### src/rtl/mem_req_arbiter.sv
// Arbitrates the IF and EX/MEM requesters onto one SRAM-like port and routes in-order
// responses back to the owner recorded at address-phase accept time.
module mem_req_arbiter #(
  parameter int unsigned DEPTH      = 2,
  parameter int unsigned STREAK_MAX = 4
) (
  input  logic        i_clk,
  input  logic        i_resetn,
  input  logic        i_inst_req,
  input  logic        i_inst_wr,
  input  logic [1:0]  i_inst_size,
  input  logic [31:0] i_inst_addr,
  input  logic [3:0]  i_inst_wstrb,
  input  logic [31:0] i_inst_wdata,
  output logic        o_inst_addr_ok,
  output logic        o_inst_data_ok,
  output logic [31:0] o_inst_rdata,
  input  logic        i_data_req,
  input  logic        i_data_wr,
  input  logic [1:0]  i_data_size,
  input  logic [31:0] i_data_addr,
  input  logic [3:0]  i_data_wstrb,
  input  logic [31:0] i_data_wdata,
  output logic        o_data_addr_ok,
  output logic        o_data_data_ok,
  output logic [31:0] o_data_rdata,
  output logic        o_req,
  output logic        o_wr,
  output logic [1:0]  o_size,
  output logic [31:0] o_addr,
  output logic [3:0]  o_wstrb,
  output logic [31:0] o_wdata,
  input  logic        i_addr_ok,
  input  logic        i_data_ok,
  input  logic [31:0] i_rdata,
  output logic        o_resp_err
);

  localparam int unsigned PW = $clog2(DEPTH);
  localparam int unsigned CW = PW + 1;
  localparam int unsigned SW = $clog2(STREAK_MAX + 1);
  localparam logic [CW-1:0] FULL_CNT   = CW'(DEPTH);
  localparam logic [SW-1:0] STREAK_LIM = SW'(STREAK_MAX);

  localparam logic [1:0] S_IDLE   = 2'd0;
  localparam logic [1:0] S_HOLD_I = 2'd1;
  localparam logic [1:0] S_HOLD_D = 2'd2;

  logic [1:0]       r_state;
  logic [1:0]       w_state_nxt;
  logic [DEPTH-1:0] r_owner;  // 1 = data side
  logic [PW-1:0]    r_rd_ptr;
  logic [PW-1:0]    r_wr_ptr;
  logic [CW-1:0]    r_count;
  logic [SW-1:0]    r_streak;
  logic [SW-1:0]    w_streak_nxt;
  logic             r_resp_err;

  logic w_sel_d;
  logic w_sel_i;
  logic w_sel_req;
  logic w_full;
  logic w_push;
  logic w_pop;
  logic w_owner;

  always_comb begin
    w_sel_d = 1'b0;
    w_sel_i = 1'b0;
    unique case (r_state)
      S_HOLD_I: w_sel_i = 1'b1;
      S_HOLD_D: w_sel_d = 1'b1;
      default: begin
        // A full streak of data grants yields one slot to a waiting fetch.
        w_sel_d = i_data_req & ~(i_inst_req & (r_streak == STREAK_LIM));
        w_sel_i = ~w_sel_d & i_inst_req;
      end
    endcase
  end

  assign w_sel_req = (w_sel_d & i_data_req) | (w_sel_i & i_inst_req);
  assign w_full    = (r_count == FULL_CNT);
  assign o_req     = w_sel_req & ~w_full;
  assign w_push    = o_req & i_addr_ok;

  assign o_wr    = w_sel_i ? i_inst_wr    : i_data_wr;
  assign o_size  = w_sel_i ? i_inst_size  : i_data_size;
  assign o_addr  = w_sel_i ? i_inst_addr  : i_data_addr;
  assign o_wstrb = w_sel_i ? i_inst_wstrb : i_data_wstrb;
  assign o_wdata = w_sel_i ? i_inst_wdata : i_data_wdata;

  assign o_inst_addr_ok = w_push & w_sel_i;
  assign o_data_addr_ok = w_push & w_sel_d;

  assign w_owner        = r_owner[r_rd_ptr];
  assign w_pop          = i_data_ok & (r_count != '0);
  assign o_data_data_ok = w_pop & w_owner;
  assign o_inst_data_ok = w_pop & ~w_owner;
  assign o_inst_rdata   = i_rdata;
  assign o_data_rdata   = i_rdata;
  assign o_resp_err     = r_resp_err;

  always_comb begin
    w_state_nxt = r_state;
    unique case (r_state)
      S_HOLD_I: if (w_push || !i_inst_req) w_state_nxt = S_IDLE;
      S_HOLD_D: if (w_push || !i_data_req) w_state_nxt = S_IDLE;
      default:  if (o_req && !i_addr_ok) w_state_nxt = w_sel_d ? S_HOLD_D : S_HOLD_I;
    endcase
  end

  always_comb begin
    w_streak_nxt = r_streak;
    if (w_push && w_sel_d && i_inst_req) begin
      if (r_streak != STREAK_LIM) w_streak_nxt = r_streak + SW'(1);
    end else if ((w_push && w_sel_i) || !i_inst_req) begin
      w_streak_nxt = '0;
    end
  end

  always_ff @(posedge i_clk) begin
    if (!i_resetn) begin
      r_state    <= S_IDLE;
      r_owner    <= '0;
      r_rd_ptr   <= '0;
      r_wr_ptr   <= '0;
      r_count    <= '0;
      r_streak   <= '0;
      r_resp_err <= 1'b0;
    end else begin
      r_state  <= w_state_nxt;
      r_streak <= w_streak_nxt;
      r_count  <= r_count + CW'(w_push) - CW'(w_pop);
      if (w_push) begin
        r_owner[r_wr_ptr] <= w_sel_d;
        r_wr_ptr          <= r_wr_ptr + PW'(1);
      end
      if (w_pop) r_rd_ptr <= r_rd_ptr + PW'(1);
      if (i_data_ok && r_count == '0) r_resp_err <= 1'b1;
    end
  end

endmodule
### config.mk
export PLATFORM = sky130hd
export DESIGN_NAME = mem_req_arbiter
export DESIGN_NICKNAME = d
export VERILOG_FILES = /design/src/rtl/mem_req_arbiter.sv
export SDC_FILE = /design/constraint.sdc
export NUM_CORES = 1
export LEC_CHECK = 0
export BUFFER_PORTS_ARGS = -buffer_cell sky130_fd_sc_hd__clkbuf_2
export CAP_MARGIN = 20
export CORE_AREA = 10 10 117 119
export CTS_CLUSTER_DIAMETER = 80
export DETAILED_ROUTE_END_ITERATION = 10
export DIE_AREA = 0 0 127 129
export GPL_TIMING_DRIVEN = 0
export PLACE_DENSITY = 0.61
export SYNTH_ARGS = -nofsm -noshare
export SYNTH_HDL_FRONTEND = slang
export SYNTH_SLANG_ARGS = --single-unit
### constraint.sdc
create_clock -name i_clk -period 4.26 [get_ports i_clk]
set_input_delay 0.639 -clock i_clk [delete_from_list [all_inputs] [get_ports i_clk]]
set_output_delay 0.639 -clock i_clk [all_outputs]
set_load 0.01 [all_outputs]
==> results.py, run 1 <==
metrics = {
    "status": {
        "run_status": "finished, final reports clean",
    },
    "layout": {
        "most_common_library_cell_in_the_layout_ignoring_fill_and_taps": "sky130_fd_sc_hd__clkbuf_2",
        "final_core_util": 0.366,
        "number_of_antenna_repair_diodes": 0,
        "syn2layout_area_growth_pct": 70.2,
        "most-common-layout-cells": "sky130_fd_sc_hd__clkbuf_2 (288), sky130_fd_sc_hd__mux2_4 (69), sky130_fd_sc_hd__buf_4 (64)",
        "final_net_count": 722,
        "final_layout_size_suffix_gt1_frac": 0.819,
    },
    "global_routing": {
        "grt_overflow_total": 0,
        "initial_antenna_violation_count": 0,
        "grt_first_pass_wirelength_um": 19300,
        "first_global_vias": 2947,
        "grt_start_max_net_pins": 11,
        "global_route.usage.total": 0.150,
    },
    "clock_tree": {
        "cts_buffers": 3,
        "root_buffer": "sky130_fd_sc_hd__clkbuf_16",
        "clock_tree_from_tritoncts": "built",
        "cts.reportedPaths.clkPinSlew_ps": 40,
        "tritoncts_num_sinks": 12,
        "clk_path_buf_depth": 2,
        "postCtsResizedCells": 0,
        "ctsHoldBuffers": 0,
        "clock_latency_ps": 240,
        "htreeDepth": 1,
        "postCtsSetupBuffers": 0,
    },
    "pwr": {
        "cell_internal_pwr_mw": 1.04,
        "seqPwrFrac": 0.090,
        "pwr-share-clk": 0.106,
        "switchingPower_mw": 0.775,
        "p_leak_nw": 2.52,
        "peakVddDrop_v": 0.000196,
        "p_sw_frac": 0.427,
        "part_of_the_total_power_dissipated_in_combinational_logic": 0.804,
        "power_per_cell_area_nw_per_um2": 438,
    },
    "placed_design": {
        "placed_wire_length_estimate_after_detailed_placement_um": 12700,
        "gp_routability_congestion": 0.818,
        "port_buffers": 288,
    },
    "setup_path": {
        "startpoint_type": "register",
        "wp_data_required_ps": 3620,
        "worst_path_most_repeated_cell": "sky130_fd_sc_hd__buf_6",
        "cp_top_family": "buffers and inverters",
        "worst-path-max-fanout": 10,
        "cp.buffers_inverters": 5,
        "cp-end-kind": "output port",
        "criticalPathCategory": "register to output port",
        "worst_ep_arrival_time_ps": 2460,
        "worstPathCellList": "inv_1, ha_1, buf_2, and2_1, a221o_1, buf_6, buf_6, mux2_4, clkbuf_2",
        "slowest_stage": "sky130_fd_sc_hd__dfxtp_1",
        "crit_path_max_incr_delay_ps": 350,
    },
    "floorplan": {
        "initial_utilization": 0.215,
        "core_area_um2": 11300,
        "die_height_um": 129,
        "rows": 39,
        "die_width_um": 127,
        "die_area_um2": 16400,
        "io_pins": 321,
    },
    "synth": {
        "share_of_the_synthesized_area_in_compound_gates_ao_oa_aoi_oai": 0.0858,
        "post_synth_xor_area_fraction": 0.0108,
        "largest_family_of_logic_cells_by_synthesized_area": "multiplexers",
        "synth_fp_nets": 429,
        "ys_seq_elements": 12,
        "post_synth_instance_area_um2": 2440,
        "synthMuxAreaShare": 0.447,
        "mapped_avg_cell_area_um2": 9.98,
        "yosysWarnings": 0,
        "synth-seq-area-share": 0.0986,
        "post_synth_and_or_nand_nor_area_fraction": 0.0822,
        "synth-adder-area-share": 0.0257,
        "yosys.cell_types.count": 40,
        "post_synth_inst_count": 244,
    },
    "detailed_routing": {
        "routed_wl_um": 13800,
        "detail_route.vias_per_cell": 4.23,
        "via_count": 2875,
        "drt_drc_violations_left": 0,
        "first_iter_violations": 134,
        "dr.pass1.iters": 4,
        "wire_per_inst_um": 20.3,
        "drt.antenna.violating_nets": 0,
    },
    "min_path": {
        "holdCritPathClass": "register to register",
    },
    "flow_run": {
        "maxCapViolations": 0,
    },
    "timing": {
        "timing_hold_violations_final": 0,
        "final.period_utilization": 0.727,
        "clock_skew_ps": 1.40,
        "fmax_mhz": 323,
        "timing.final.setup_violations": 0,
        "slew_viol_final": 0,
        "finalWorstPathRequiredPeriod_ps": 3100,
        "fin_tns_setup_ps": 0,
        "timing.slew.headroom": 0.632,
        "worst_pin_slew_ps": 546,
        "grt_setup_unrepaired": "no",
    },
}
[final timing paths]
check | startpoint | endpoint | slack (ps) | cells after the start
worst min register to register | o_resp_err | o_resp_err | 470 | 2
worst max-delay path | r_state[0] | o_wdata[5] | 1160 | 9
worst max register to register | r_state[0] | r_count[1] | 1690 | 11
worst min-delay path | o_resp_err | o_resp_err | 470 | 2
[sequential cells by signal, indices dropped and copies added (netlist names)]
register	count
o_resp_err	1
r_count	2
r_owner	2
r_rd_ptr	1
r_state	2
r_streak	3
r_wr_ptr	1
[cell type report]
| cell class | instances | area [um^2] |
|---|---|---|
| Tap cell | 143 | 179 |
| Buffer | 75 | 583 |
| Timing Repair Buffer | 288 | 1440 |
| Inverter | 7 | 26.3 |
| Fill cell | 1183 | 7180 |
| Sequential cell | 12 | 240 |
| Multi-Input combinational cell | 150 | 1590 |
| Clock buffer | 4 | 88.8 |
[per-stage QoR]
step	setup WS (ps)	instances	hold WS, ps	instance area [um^2]	power, mW
2_1_floorplan	1720	244	451	2440	1.14
3_3_place_gp	1450	675	457	4060	1.63
3_5_place_dp	1410	675	461	4060	1.65
4_1_cts	1140	679	472	4150	1.85
5_1_grt	1040	679	490	4150	1.94
6_report	1160	679	466	4150	1.81
[per-layer routing]
layer	wire [um]	global-route usage	up-vias
li1	-	-	1383
met1	5170	0.171	1337
met2	7160	0.270	151
met3	1430	0.0526	4
met4	55	0.0201	0
met5	0	0	-
[cell usage after synthesis (all sizes together)]
cell,number,share of area
a21oi,5,0.010
nor2,8,0.012
a31oi,1,0.0026
inv,7,0.011
o211a,1,0.0041
o21ai,6,0.012
dfxtp,12,0.099
a311oi,1,0.0036
o2111ai,1,0.0036
buf,73,0.24
nor4b,1,0.0036
clkbuf,2,0.0031
o22ai,2,0.0051
mux2,71,0.43
nor4bb,1,0.0041
or3,1,0.0026
xnor2,2,0.0072
nor3b,2,0.0062
a22oi,1,0.0031
xor2,1,0.0036
a21o,1,0.0031
a211oi,1,0.0051
o21ba,1,0.0041
o2bb2ai,1,0.0036
and2,3,0.0077
a211o,1,0.0036
nand2,10,0.015
nand3,3,0.0062
nand4,2,0.0051
nor3,3,0.0062
nor2b,5,0.013
mux2i,3,0.012
o211ai,4,0.012
a221o,1,0.0041
o31ai,1,0.0051
ha,5,0.026
[logic make-up (layout without fill, tap and decap cells)]
family	Yosys count	count (layout)
buffers and inverters	82	374
multiplexers	74	74
AND/OR/NAND/NOR	39	39
AO/OA/AOI/OAI	29	29
flip-flops	12	12
adder cells (fa/ha/maj)	5	5
XOR/XNOR	3	3
[worst min-delay path, cell delays in order, from the launching register on]
cell                      delay [ps]
sky130_fd_sc_hd__dfxtp_1         320
sky130_fd_sc_hd__a21oi_1          40
sky130_fd_sc_hd__nor2_1           70
[power groups by stage]
stage	Clock, mW	Sequential [mW]	Combinational (mW)
2_1_floorplan	0	0.162	0.974
3_3_place_gp	0	0.164	1.47
5_1_grt	0.204	0.168	1.56
4_1_cts	0.196	0.164	1.49
6_report	0.192	0.164	1.46
3_5_place_dp	0	0.166	1.48
Power figures use the tool's default switching activity.
==> run 2, diff against run 1 <==
==> config.mk (replaced) <==
export PLATFORM = sky130hd
export DESIGN_NAME = mem_req_arbiter
export DESIGN_NICKNAME = d
export VERILOG_FILES = /design/src/rtl/mem_req_arbiter.sv
export SDC_FILE = /design/constraint.sdc
export NUM_CORES = 1
export LEC_CHECK = 0
export ABC_AREA = 1
export BUFFER_PORTS_ARGS = -buffer_cell sky130_fd_sc_hd__clkbuf_2
export CAP_MARGIN = 20
export CORE_AREA = 10 10 118 120
export CTS_CLUSTER_DIAMETER = 80
export DETAILED_ROUTE_END_ITERATION = 10
export DIE_AREA = 0 0 128 130
export GPL_TIMING_DRIVEN = 0
export PLACE_DENSITY = 0.57
export SYNTH_ARGS = -nofsm -noshare
export SYNTH_HDL_FRONTEND = slang
export SYNTH_SLANG_ARGS = --single-unit
==> constraint.sdc (replaced) <==
create_clock -name i_clk -period 3.1 [get_ports i_clk]
set_input_delay 0.465 -clock i_clk [delete_from_list [all_inputs] [get_ports i_clk]]
set_output_delay 0.465 -clock i_clk [all_outputs]
set_load 0.01 [all_outputs]
==> results.py, run 2 <==
metrics = {
    "status": {
        "run_status": "finished, final reports clean",
    },
    "layout": {
        "layoutNonFillerInstCount": 838,
        "most-common-layout-cells": "sky130_fd_sc_hd__clkbuf_2 (295), sky130_fd_sc_hd__nand2_1 (238), sky130_fd_sc_hd__buf_4 (64)",
        "final_net_count": 877,
        "most_common_library_cell_in_the_layout_ignoring_fill_and_taps": "sky130_fd_sc_hd__clkbuf_2",
        "final_layout_size_suffix_gt1_frac": 0.543,
        "syn2layout_area_growth_pct": 81.3,
        "number_of_antenna_repair_diodes": 0,
        "final_area_um2": 3830,
        "largest_register_ff_count": 3,
        "registers.top_by_ff_count": "r_streak",
    },
    "setup_path": {
        "reg2reg_slack_ps": 840,
        "cp-end-kind": "output port",
        "worstReg2RegEnd": "r_count[1]",
        "criticalPathCategory": "register to output port",
        "startpoint_type": "register",
        "timing.reg2reg.worst_path_depth": 15,
        "worst_ep_arrival_time_ps": 2370,
        "worst-path-max-fanout": 10,
        "rr_startpoint": "r_state[0]",
        "wp_data_required_ps": 2630,
    },
    "floorplan": {
        "io_pins": 321,
        "die_area_um2": 16600,
        "rows": 40,
        "initial_utilization": 0.181,
        "die_height_um": 130,
        "die_width_um": 128,
        "core_area_um2": 11700,
    },
    "clock_tree": {
        "root_buffer": "sky130_fd_sc_hd__clkbuf_16",
        "cts.reportedPaths.clkPinSlew_ps": 40,
        "postCtsSetupBuffers": 0,
        "clk_path_buf_depth": 2,
        "ctsHoldBuffers": 0,
        "clock_tree_from_tritoncts": "built",
        "tritoncts_num_sinks": 12,
        "postCtsResizedCells": 1,
        "cts_buffers": 3,
        "htreeDepth": 1,
        "clock_latency_ps": 240,
    },
    "synth": {
        "post-synth-top-area-cell": "sky130_fd_sc_hd__nand2_1",
        "mapped_avg_cell_area_um2": 5.29,
        "ys_seq_elements": 12,
        "synth_area_leaders": "sky130_fd_sc_hd__nand2_1 (42%), sky130_fd_sc_hd__buf_4 (23%), sky130_fd_sc_hd__dfxtp_1 (11%)",
        "synth-seq-area-share": 0.114,
        "synthArstFlopShare": 0,
        "yosys_most_used_dff": "sky130_fd_sc_hd__dfxtp_1",
        "yosysMostFrequentCell": "sky130_fd_sc_hd__nand2_1",
        "synth_edf_count": 0,
        "yosysWarnings": 0,
        "synth_largest_type_area_fraction": 0.422,
        "post_synth_inst_count": 400,
        "synth_fp_nets": 585,
        "yosys.cell_types.count": 22,
        "post_synth_instance_area_um2": 2120,
        "yosys-top-cells-count": "sky130_fd_sc_hd__nand2_1 (238), sky130_fd_sc_hd__buf_4 (64), sky130_fd_sc_hd__inv_1 (18)",
    },
    "detailed_routing": {
        "dr.pass1.iters": 4,
        "routed_wl_um": 12900,
        "drt_drc_violations_left": 0,
        "via_count": 3174,
        "detail_route.vias_per_cell": 3.79,
        "drt.antenna.violating_nets": 0,
        "first_iter_violations": 116,
        "wire_per_inst_um": 15.4,
    },
    "min_path": {
        "hold_path_startpoint": "r_owner[1]",
        "holdPathEnd": "r_owner[1]",
        "worst_hold_path.num_cells": 2,
        "holdCritPathClass": "register to register",
    },
    "flow_run": {
        "maxCapViolations": 0,
    },
    "pwr": {
        "p_sw_frac": 0.571,
        "part_of_the_total_power_dissipated_in_combinational_logic": 0.836,
        "pwr-share-clk": 0.090,
        "switchingPower_mw": 1.68,
        "seqPwrFrac": 0.075,
        "power_per_cell_area_nw_per_um2": 767,
        "p_leak_nw": 2.61,
        "fin_total_pwr_mw": 2.94,
        "peakVddDrop_v": 0.000294,
        "cell_internal_pwr_mw": 1.26,
    },
    "global_routing": {
        "initial_antenna_violation_count": 0,
        "global_route.usage.total": 0.139,
        "grt_overflow_total": 0,
        "grt_first_pass_wirelength_um": 18600,
        "grt_start_max_net_pins": 11,
        "first_global_vias": 3334,
    },
    "timing": {
        "finalWorstPathRequiredPeriod_ps": 2830,
        "fin_tns_setup_ps": 0,
        "worst_pin_slew_ps": 484,
        "fmax_mhz": 353,
        "slew_viol_final": 0,
        "timing.final.setup_violations": 0,
        "final.period_utilization": 0.914,
        "timing.slew.headroom": 0.677,
        "clock_skew_ps": 0.715,
        "timing_hold_violations_final": 0,
        "grt_setup_unrepaired": "no",
    },
    "placed_design": {
        "port_buffers": 287,
        "placed_wire_length_estimate_after_detailed_placement_um": 11900,
        "gp_routability_congestion": 0.839,
        "place.detailed.instances": 834,
        "placed_cell_area_um2": 3740,
    },
}
## run 2: cell count changes after synthesis, sizes merged, moves of 2 or more
cell / previous run / this run
nor2: 8 / 14
and2: 3 / 0
mux2i: 3 / 0
nor2b: 5 / 0
inv: 7 / 19
nand2: 10 / 242
mux2: 71 / 0
nand3: 3 / 7
o22ai: 2 / 0
nor3: 3 / 0
a21oi: 5 / 8
o211ai: 4 / 0
clkbuf: 2 / 7
nor3b: 2 / 0
## run 2: how the worst max path moves through the flow
| stage | start | end | slack, ps |
|---|---|---|---|
| after floorplan | r_state[0] | r_count[1] | 1030 |
| after global routing | r_state[0] | o_addr[26] | 10 |
| after global placement | r_state[0] | o_addr[26] | 140 |
| final | r_state[0] | o_addr[26] | 270 |
| after CTS | r_state[0] | o_addr[31] | 30 |
| after detailed placement | r_state[0] | o_addr[26] | 180 |
## run 2: final cells by class
type	count	area (um^2)
Buffer	79	554
Fill cell	1374	7880
Tap cell	147	184
Clock buffer	4	88.8
Multi-Input combinational cell	290	1260
Sequential cell	12	240
Timing Repair Buffer	287	1440
Inverter	19	71.3
## run 2: cell families after synthesis
kind of cell,after synthesis,synth area share
compound gates,16,0.0414
xor+xnor,3,0.0124
fa+ha+maj,5,0.0296
buf+inv,98,0.291
flops,12,0.114
simple gates,266,0.512
## run 2: per-layer routing
metal | global-route usage | share of wire | vias to the layer above
li1 | - | - | 1723
met1 | 0.149 | 0.36 | 1292
met2 | 0.248 | 0.51 | 155
met3 | 0.0702 | 0.12 | 4
met4 | 0.0119 | 0.0033 | 0
met5 | 0 | 0 | -
## run 2: power groups by stage
stage / Sequential [mW] / Clock [mW] / Combinational [mW]
3_3_place_gp: 0.223 / 0 / 2.52
6_report: 0.219 / 0.264 / 2.46
2_1_floorplan: 0.218 / 0 / 1.41
3_5_place_dp: 0.223 / 0 / 2.52
4_1_cts: 0.220 / 0.268 / 2.53
5_1_grt: 0.225 / 0.280 / 2.78
## run 2: critical path: stages (launching register included)
cell and delay, ps:
sky130_fd_sc_hd__dfxtp_1 340, sky130_fd_sc_hd__inv_1 50, sky130_fd_sc_hd__ha_1 380, sky130_fd_sc_hd__inv_1 100
sky130_fd_sc_hd__nand2_1 50, sky130_fd_sc_hd__nand2_1 80, sky130_fd_sc_hd__nand2_2 180, sky130_fd_sc_hd__inv_2 240
sky130_fd_sc_hd__clkbuf_2 330, sky130_fd_sc_hd__nand2_1 130, sky130_fd_sc_hd__nand2_1 100, sky130_fd_sc_hd__clkbuf_2 140
## run 2: metrics by stage
step	utilization	hold WS [ps]	setup slack, ps
after global placement	0.319	450	144
final	0.327	463	265
after global routing	0.327	480	10.1
after CTS	0.327	465	34.8
after detailed placement	0.319	458	177
after floorplan	-	429	1030
